## src/rtl/parity_tx_stage.sv

```systemverilog
// parity_tx_stage: appends a parity bit to each payload word and forwards it
// downstream through a two-entry skid buffer with a registered grant_o.
module parity_tx_stage #(
   parameter int DATA_WIDTH = 32,
   parameter int EVEN_ODD   = 0,
   parameter int PARITY_BIT = 0,
   parameter int CNT_WIDTH  = 16
) (
   input  logic                  clk,
   input  logic                  rst_n,
   input  logic [DATA_WIDTH-1:0] data_i,
   input  logic                  corrupt_i,
   input  logic                  valid_i,
   output logic                  grant_o,
   output logic [DATA_WIDTH:0]   data_o,
   output logic                  valid_o,
   input  logic                  grant_i,
   output logic [CNT_WIDTH-1:0]  tx_count_o
);

   localparam logic ODD = 1'(EVEN_ODD);

   typedef enum logic [1:0] {
      EMPTY,
      HALF,
      FULL
   } state_t;

   state_t              state;
   logic [DATA_WIDTH:0] skid;
   logic [DATA_WIDTH:0] word;
   logic                par;
   logic                accept;
   logic                pop;

   assign accept = valid_i & grant_o;
   assign pop    = valid_o & grant_i;
   assign par    = (^data_i) ^ ODD ^ corrupt_i;

   always_comb begin
      if (PARITY_BIT == 0) word = {data_i, par};
      else                 word = {par, data_i};
   end

   // data_o is the main register; skid only fills when downstream stalls
   always_ff @(posedge clk or negedge rst_n) begin
      if (!rst_n) begin
         state      <= EMPTY;
         valid_o    <= 1'b0;
         grant_o    <= 1'b0;
         data_o     <= '0;
         skid       <= '0;
         tx_count_o <= '0;
      end else begin
         if (pop) tx_count_o <= tx_count_o + CNT_WIDTH'(1);
         unique case (state)
            EMPTY: begin
               grant_o <= 1'b1;
               if (accept) begin
                  state   <= HALF;
                  data_o  <= word;
                  valid_o <= 1'b1;
               end
            end
            HALF: begin
               grant_o <= 1'b1;
               if (accept && !pop) begin
                  state   <= FULL;
                  skid    <= word;
                  grant_o <= 1'b0;
               end else if (pop && !accept) begin
                  state   <= EMPTY;
                  valid_o <= 1'b0;
               end else if (accept && pop) begin
                  data_o  <= word;
               end
            end
            FULL: begin
               grant_o <= 1'b0;
               if (pop) begin
                  state   <= HALF;
                  data_o  <= skid;
                  grant_o <= 1'b1;
               end
            end
            default: begin
               state   <= EMPTY;
               valid_o <= 1'b0;
               grant_o <= 1'b0;
            end
         endcase
      end
   end

endmodule

```

## config.mk

```make
export PLATFORM = sky130hd
export DESIGN_NAME = parity_tx_stage
export DESIGN_NICKNAME = d
export VERILOG_FILES = /design/src/rtl/parity_tx_stage.sv
export SDC_FILE = /design/constraint.sdc
export NUM_CORES = 1
export LEC_CHECK = 0
export CORE_MARGIN = 2
export CORE_UTILIZATION = 45
export CTS_BUF_LIST = sky130_fd_sc_hd__clkbuf_8
export CTS_CLUSTER_DIAMETER = 60
export DETAILED_ROUTE_END_ITERATION = 8
export PLACE_DENSITY_LB_ADDON = 0.15
export SYNTH_ARGS = -nofsm -noshare
export SYNTH_HDL_FRONTEND = slang
export SYNTH_SLANG_ARGS = --single-unit
export TNS_END_PERCENT = 100
```

## constraint.sdc

```tcl
create_clock -name clk -period 2.5 [get_ports clk]
set_input_delay 0.5 -clock clk [delete_from_list [all_inputs] [get_ports clk]]
set_output_delay 0.5 -clock clk [all_outputs]
set_load 0.05 [all_outputs]
```

== Word level (Yosys, flattened, before mapping) ==
Index checks and enable logic that the tools add are counted.
Operators by class
  $add $sub $neg: 1
  equal/unequal tests: 9
  mux-type cells: 18
  bitwise operators: 4
  reductions and logical operators: 12
Operators with widths (number)
  two-way mux 33 bit: 5
  one-hot mux 33 bit (3 select lines): 1
  XOR reduction 32 bit: 1
  adder 16 x 1 -> 16 bit, second input constant: 1
  != test 2 bit, second input constant: 6
  two-way mux 2 bit: 4
  one-hot mux 1 bit (3 select lines): 2
  one-hot mux 2 bit (3 select lines): 1
  AND reduction 6 bit: 1
  two-way mux 1 bit: 5
  AND reduction 4 bit: 1
  logical AND 1 bit: 3
  != test 3 bit, second input constant: 1
  AND reduction 3 bit: 1
  nonzero test 3 bit: 1
  bitwise AND 1 bit: 2
  equality test 2 x 1 -> 1 bit, second input constant: 1
  equality test 2 bit, second input constant: 1
  zero test 1 bit: 2
  zero test 2 bit: 1
  AND reduction 2 bit: 1
  NOT 1 bit: 1
  XOR 1 bit: 1
Word-level totals
  register bits after elaboration: 86
  input bits: 37
  output and inout port bits: 51
  logic and storage cells: 50

== Longest topological paths before layout ==
Gate-level depths: netlist (run 1).
  depth in word-level cells: 6
  gate-level depth with buffers: 10
  mapped depth without buffers: 9

== Least setup slack after synthesis (run 1) ==
OpenSTA, ideal clock, no wires.
  path type: register -> register
  start point: reg valid_o
  end point: reg data_o[10]
  library setup time: 134 ps
  arrival: 2329 ps
  data required time: 2366 ps
  setup slack: 37 ps
  cell stages (with the launch flop): 11
  path buffers: 2
  period minus slack after synthesis: 2463 ps
  cell sequence: dfrtp_1 nand2_1 clkinv_1 ha_1 nand4bb_1 a211oi_1 a21oi_1 buf_2 clkbuf_1 nand2_1 o21ai_0
On the way
  longest elaborated chain between the ends: 5
  elaborated cells between the ends (all ways): 10
  classes of those cells: eq/ne: 4; bitwise: 1; reduce/logical: 5
Ends and longest elaborated chain
  from (decl): RTL line 16  | output logic valid_o,
  from (signal assigned): RTL line 49  | valid_o <= 1'b0;
  from (signal assigned): RTL line 62  | valid_o <= 1'b1;
  from (signal assigned): RTL line 73  | valid_o <= 1'b0;
  bitwise AND 1 bit *: RTL line 37  | assign pop = valid_o & grant_i;
  via pop: RTL line 34  | logic pop;
  zero test 1 bit: RTL line 67  | if (accept && !pop) begin
  logical AND 1 bit: RTL line 67
  != test 2 bit (no source line)
  AND reduction 6 bit (no source line) *
  to (signal assigned): RTL line 61  | data_o <= word;
  to (signal assigned): RTL line 75  | data_o <= word;
  to (signal assigned): RTL line 82  | data_o <= skid;
  to (decl): RTL line 15  | output logic [DATA_WIDTH:0] data_o,
Mark *: on every way through the listed nets, which the timed path passes. The rest lies on a longest branch.
A chain may end at the register's enable or synchronous reset.

== Worst setup path after layout (run 1) ==
  start point: in grant_i
  end point: reg data_o[22]
On the way
  longest elaborated chain between the ends: 5
  elaborated cells between the ends (all ways): 10
  classes of those cells: eq/ne: 4; bitwise: 1; reduce/logical: 5
Ends and longest elaborated chain
  from (decl): RTL line 17  | input logic grant_i,
  bitwise AND 1 bit *: RTL line 37
  via pop: RTL line 34
  zero test 1 bit: RTL line 67
  logical AND 1 bit: RTL line 67
  != test 2 bit (no source line)
  AND reduction 6 bit (no source line) *
Marks and branches as above.

==> results of run 1 <==
==> power groups by stage <==
stage | Clock [mW] | Sequential (mW) | Combinational, mW
floorplan | 0 | 3.43 | 1.16
global placement | 0 | 2.39 | 3.34
detailed placement | 0 | 2.42 | 3.41
CTS | 0.983 | 2.40 | 3.42
global route | 1.03 | 2.49 | 3.61
finish | 0.958 | 2.39 | 3.38
==> worst reg2reg max path, cell delays in order, from the launching register on <==
cell       delay (ps)
dfrtp_1           430
nand2_1           140
clkinv_1           90
ha_1              220
nand4bb_1         190
a211oi_1          250
buf_4             170
a21oi_4            80
buf_4             220
nand2_1            70
o21ai_0            80
==> synthesized netlist by cell type <==
cell type  number
dfrtp_1        86
nand2_1        45
xnor2_1        37
o21ai_0        34
mux2_2         32
mux2i_1        32
clkbuf_1       11
xor2_1          8
nor2_1          5
nand3_1         4
nand4_1         4
a21oi_1         3
and3_1          3
ha_1            3
nand2b_1        3
o22ai_1         3
buf_1           2
buf_2           2
inv_1           2
nor3_1          2
a211oi_1        1
a21o_1          1
and4_1          1
clkinv_1        1
nand3b_1        1
nand4bb_1       1
nor2b_1         1
nor3b_1         1
o31ai_1         1
xnor3_1         1
==> routing by layer <==
metal	vias up	global-route usage, %	share of wire [%]
li1	1330	-	-
met4	0	7.476	1.8
met3	12	3.309	3.8
met5	-	0	0
met2	53	27.99	48
met1	1303	24.07	47
==> layout make-up <==
type | instances | area [µm²]
clock buffers | 10 | 137.6
inverters | 3 | 11.26
clock inverters | 5 | 51.30
flip-flops and latches | 86 | 2152
repair buffers | 104 | 1046
well taps | 105 | 131.4
fillers | 687 | 3068
multi-input cells | 227 | 1702
==> sequential cells by signal, summed over array words and instances (netlist names) <==
signal and flops:
data_o 33, skid 33, tx_count_o 16, state 2, grant_o 1, valid_o 1
==> cell families (layout without fill, tap and decap cells) <==
logic type / count (synthesis) / after routing / share of synthesized area (%)
flip-flops: 86 / 86 / 55.11
XOR/XNOR: 46 / 46 / 10.67
AO/OA/AOI/OAI: 43 / 43 / 5.799
buffers and inverters: 18 / 122 / 1.794
AND/OR/NAND/NOR: 71 / 71 / 8.235
multiplexers: 64 / 64 / 17.43
adder cells (fa/ha/maj): 3 / 3 / 0.9613
==> worst paths after layout <==
check                           depth (start not counted)        endpoint  slack, ps            from
worst max-delay path                                   10      data_o[22]        300         grant_i
worst min-delay path                                    1       data_o[2]        130           rst_n
worst max register to register                         10      data_o[22]        450         valid_o
worst min register to register                          1  tx_count_o[15]        470  tx_count_o[15]
max in group asynchronous                               2      data_o[10]       1600           rst_n
min in group clk                                        1  tx_count_o[15]        470  tx_count_o[15]
==> reports/qor.yml, run 1 <==
grt_pass1_wl_mm: 13.44
dr_total_vias: 2698
yosysWarningCount: 0
synth_nets: 371
fin_hold_ws_ps: 131.1
timing.final.ws_setup_ps: 296.6
critical_path.top_delay_family: "buffers and inverters"
power_frac_comb_pct: 50.3
final_max_slew_viol_count: 0
clock-root-buffer: "clkbuf_8"
worstPathCellList: "clkdlybuf4s50_1 > nand2_1 > clkinv_1 > ha_1 > nand4bb_1 > a211oi_1 > buf_4 > a21oi_4 > buf_4 > o21ai_0"
drtAntennaViolNets: 0
yosysSeqAreaShare_pct: 55.11
p_sw_share_pct: 42.40
first_pass_iters: 4
yosys.area.top_type: "dfrtp_1"
cpMostUsedCell: "buf_4"
avgSynthCellArea_um2: 11.80
postCtsResizedCells: 0
grt_pass1_vias: 2734
required_ps: 2740
remaining_drc_errors: 0
antenna_found_initial: 0
powerDensity_mw_per_mm2: 1286
dp.cells: 525
syn2layout_area_growth_pct: 33.96
dpl_cell_area_mm2: 0.005042
vias_per_cell: 4.996
netlist_area_mm2: 0.003905
relSlewSlack_pct: 61.17
drt_iter0_markers: 81
min_period_ps: 2203
ys_types: 30
ctsHoldBuffers: 0
clock_path_buffers: 2
synth_top_area_share_pct: 55.11
setup_violations: 0
worst-path-buf-inv: 4
p_switching_mw: 2.853
cts_buffers: 9
gp_congestion: 0.7713
stdcell_count: 540
clk_pin_slew_ps: 80
peakVddDrop_mv: 0.8087
clkPwrFrac_pct: 14.2
start_kind: "input pin"
p_int_mw: 3.876
grt_max_degree: 45
tns_ps: 0
overflow: 0
nNetsFinal: 471
track_usage_pct: 17.72
critical_path_class: "input pin to flop"
critPathMaxFanout: 12
cts_setup_buffers: 0
ios: 88
die_area_mm2: 0.009439
clock.fmax_mhz: 453.8
p_leak_nw: 2.190
endpoint_kind: "flop"
worstPathArrival_ps: 2440
dp_hpwl_mm: 5.742
slowest_stage: "clkdlybuf4s50_1"
cp_slowest_stage_delay_ps: 500
fin_area_mm2: 0.005231
final_cell_mix: "dfrtp_1, clkdlybuf4s50_1, nand2_1, xnor2_1, o21ai_0"
pwr-share-seq_pct: 35.5
status: "finished clean"
tritoncts: "yes"
hold_class: "input pin to async pin"
antennaDiodeCount: 0
drv_cap: 0
power_mw: 6.729
cts_sinks: 86
grt_setup_unrepaired: "no"
postLayoutCoreUtil_pct: 63.03
synth_area_leaders: "dfrtp_1, mux2_2, xnor2_1"
die_w_um: 97.16
final-hold-violation-count: 0
clock_latency_ps: 360
routedWlPerCell_um: 14.79
syn_inst: 331
wl_mm: 7.986
fin_crit_sh_pct: 88.14
start_util_pct: 47.05
die_y_um: 97.16
pre_cts_ws_ps: -78.90
core_mm2: 0.008299
fin_skew_ps: 10.40
portBuffers: 87
htreeDepth: 3
num_rows: 33
drive_above_1_share_pct: 15.17
synth_seq_cells: 86
worst_pin_slew_ps: 582.4
(Power assumes the default switching activity.)
==> run 2: changes to the inputs <==
Settings changed: CORE_UTILIZATION 45 to 52, MAX_ROUTING_LAYER set to met4.
==> run 2 against run 1 <==
Against the previous run:
- die area down 13%
- sequential power about the same
- design area is 0.38% higher
- clock power decreased by 3.5%
- first-iteration DRC count is 14% higher
- wire length shrank 1.4%
- combinational power up 1%
- core utilization grew 9.4 points
- final cell count shrank 0.74%
- sequential share of layout area decreased by 0.16 points
- critical path type unchanged
- largest power group unchanged
- highest routed layer unchanged
==> reports/qor.yml, run 2 (synthesized netlist as in run 1, its figures left out) <==
drv_cap: 0  # unchanged
fin_crit_sh_pct: 92.84  # was 88.14%
hold_class: "input pin to async pin"  # unchanged
start_util_pct: 53.84  # was 47.05%
drive_above_1_share_pct: 15.56  # was 15.17%
dp_hpwl_mm: 5.787  # was 5.742 mm
peakVddDrop_mv: 0.8031  # was 0.8087 mV
p_leak_nw: 2.204  # was 2.190 nW
wl_met2_mm: 4.122  # was 3.796 mm
die_y_um: 90.66  # was 97.16 µm
endpoint_kind: "flop"  # unchanged
clock_latency_ps: 340  # was 360 ps
min_period_ps: 2321  # was 2203 ps
gp_congestion: 0.8163  # was 0.7713
die_w_um: 90.66  # was 97.16 µm
tritoncts: "yes"  # unchanged
powerDensity_mw_per_mm2: 1283  # was 1286 mW/mm²
relSlewSlack_pct: 63.03  # was 61.17%
clock_path_buffers: 2  # unchanged
cts_setup_buffers: 0  # unchanged
critical_path_class: "input pin to flop"  # unchanged
syn2layout_area_growth_pct: 34.48  # was 33.96%
final_max_slew_viol_count: 0  # unchanged
antenna_found_initial: 0  # unchanged
fin_area_mm2: 0.005251  # was 0.005231 mm²
top_regs: "data_o (33), skid (33), tx_count_o (16)"  # unchanged
dpl_cell_area_mm2: 0.005062  # was 0.005042 mm²
routedWlPerCell_um: 14.69  # was 14.79 µm
worst_pin_slew_ps: 554.5  # was 582.4 ps
drtAntennaViolNets: 0  # unchanged
track_usage_pct: 20.95  # was 17.72%
overflow: 0  # unchanged
setup_violations: 0  # unchanged
cts_buffers: 9  # unchanged
die_area_mm2: 0.008218  # was 0.009439 mm²
final_cell_mix: "dfrtp_1, clkdlybuf4s50_1, nand2_1, xnor2_1, o21ai_0"  # unchanged
nNetsFinal: 473  # was 471
htreeDepth: 3  # unchanged
grt_pass1_vias: 2891  # was 2734
dr_total_vias: 2739  # was 2698
antennaDiodeCount: 0  # unchanged
top_layer: "met4"  # unchanged
grt_setup_unrepaired: "no"  # unchanged
core_mm2: 0.007253  # was 0.008299 mm²
first_pass_iters: 4  # unchanged
status: "finished clean"  # unchanged
required_ps: 2720  # was 2740 ps
portBuffers: 87  # unchanged
fin_skew_ps: 11.59  # was 10.40 ps
power_mw: 6.736  # was 6.729 mW
vias_per_cell: 5.110  # was 4.996
wl_mm: 7.874  # was 7.986 mm
ctsHoldBuffers: 0  # unchanged
drt-met1-wl_mm: 3.433  # was 3.735 mm
postCtsResizedCells: 0  # unchanged
clk_pin_slew_ps: 90  # was 80 ps
ios: 88  # unchanged
remaining_drc_errors: 0  # unchanged
grt_max_degree: 47  # was 45
grt_pass1_wl_mm: 13.42  # was 13.44 mm
wl_met3_um: 249  # was 306 µm
cts_sinks: 86  # unchanged
critPathMaxFanout: 16  # was 12
start_kind: "input pin"  # unchanged
drt_iter0_markers: 92  # was 81
num_rows: 31  # was 33
worstPathArrival_ps: 2540  # was 2440 ps
clock.fmax_mhz: 430.9  # was 453.8 MHz
clock-root-buffer: "clkbuf_8"  # unchanged
final-hold-violation-count: 0  # unchanged
==> run 2: final timing paths <==
path                                 from              to  slack (ps)  cells after the start
hold / removal                      rst_n       data_o[3]         140                      1
hold reg to reg            tx_count_o[15]  tx_count_o[15]         480                      1
min in group clk           tx_count_o[15]  tx_count_o[15]         480                      1
setup reg to reg                  valid_o      data_o[27]         360                     10
max in group asynchronous           rst_n       data_o[0]        1710                      2
setup / recovery                  grant_i      data_o[27]         180                     11
==> run 2: per-layer routing <==
metal / global-route usage (%) / vias to the layer above
met2: 36.26 / 60
met4: 5.897 / 0
met1: 25.83 / 1336
met5: - / -
li1: - / 1334
met3: 2.922 / 9
==> run 2: worst max-delay path: stages <==
cell and delay (ps):
clkdlybuf4s50_1 440, nand2_1 160, clkinv_1 110, ha_1 220
nand4bb_1 190, a211oi_1 290, buf_4 180, a21oi_4 70
buf_4 210, nand2_1 80, o21ai_0 80
==> run 2: metrics by stage <==
step                util [%]  hold WS (ps)  std cells  setup WS (ps)  setup TNS [ps]
floorplan                  -         204.4        331          37.27               0
global placement       69.79         459.5        521         -11.13          -79.45
detailed placement     69.79         468.2        521         -107.9           -1745
CTS                    72.40         154.6        536          200.9               0
global route           72.40         167.8        536          27.41               0
finish                 72.40         136.1        536          179.1               0
==> run 2: area by class of cell <==
| type | count | area (µm²) |
|---|---|---|
| clock buffer | 10 | 137.6 |
| clock inverter | 5 | 51.30 |
| fill | 533 | 2002 |
| inverter | 3 | 11.26 |
| multi-input combinational | 227 | 1702 |
| sequential | 86 | 2152 |
| tap | 99 | 123.9 |
| timing repair buffer | 106 | 1074 |
==> run 2: power breakdown <==
part	internal [mW]	total, mW	switching (mW)	leakage, nW
Combinational	1.41	3.42	2.01	1.05
Clock	0.477	0.924	0.447	0.0993
Sequential	2.00	2.39	0.391	1.06
Total	3.89	6.74	2.84	2.20
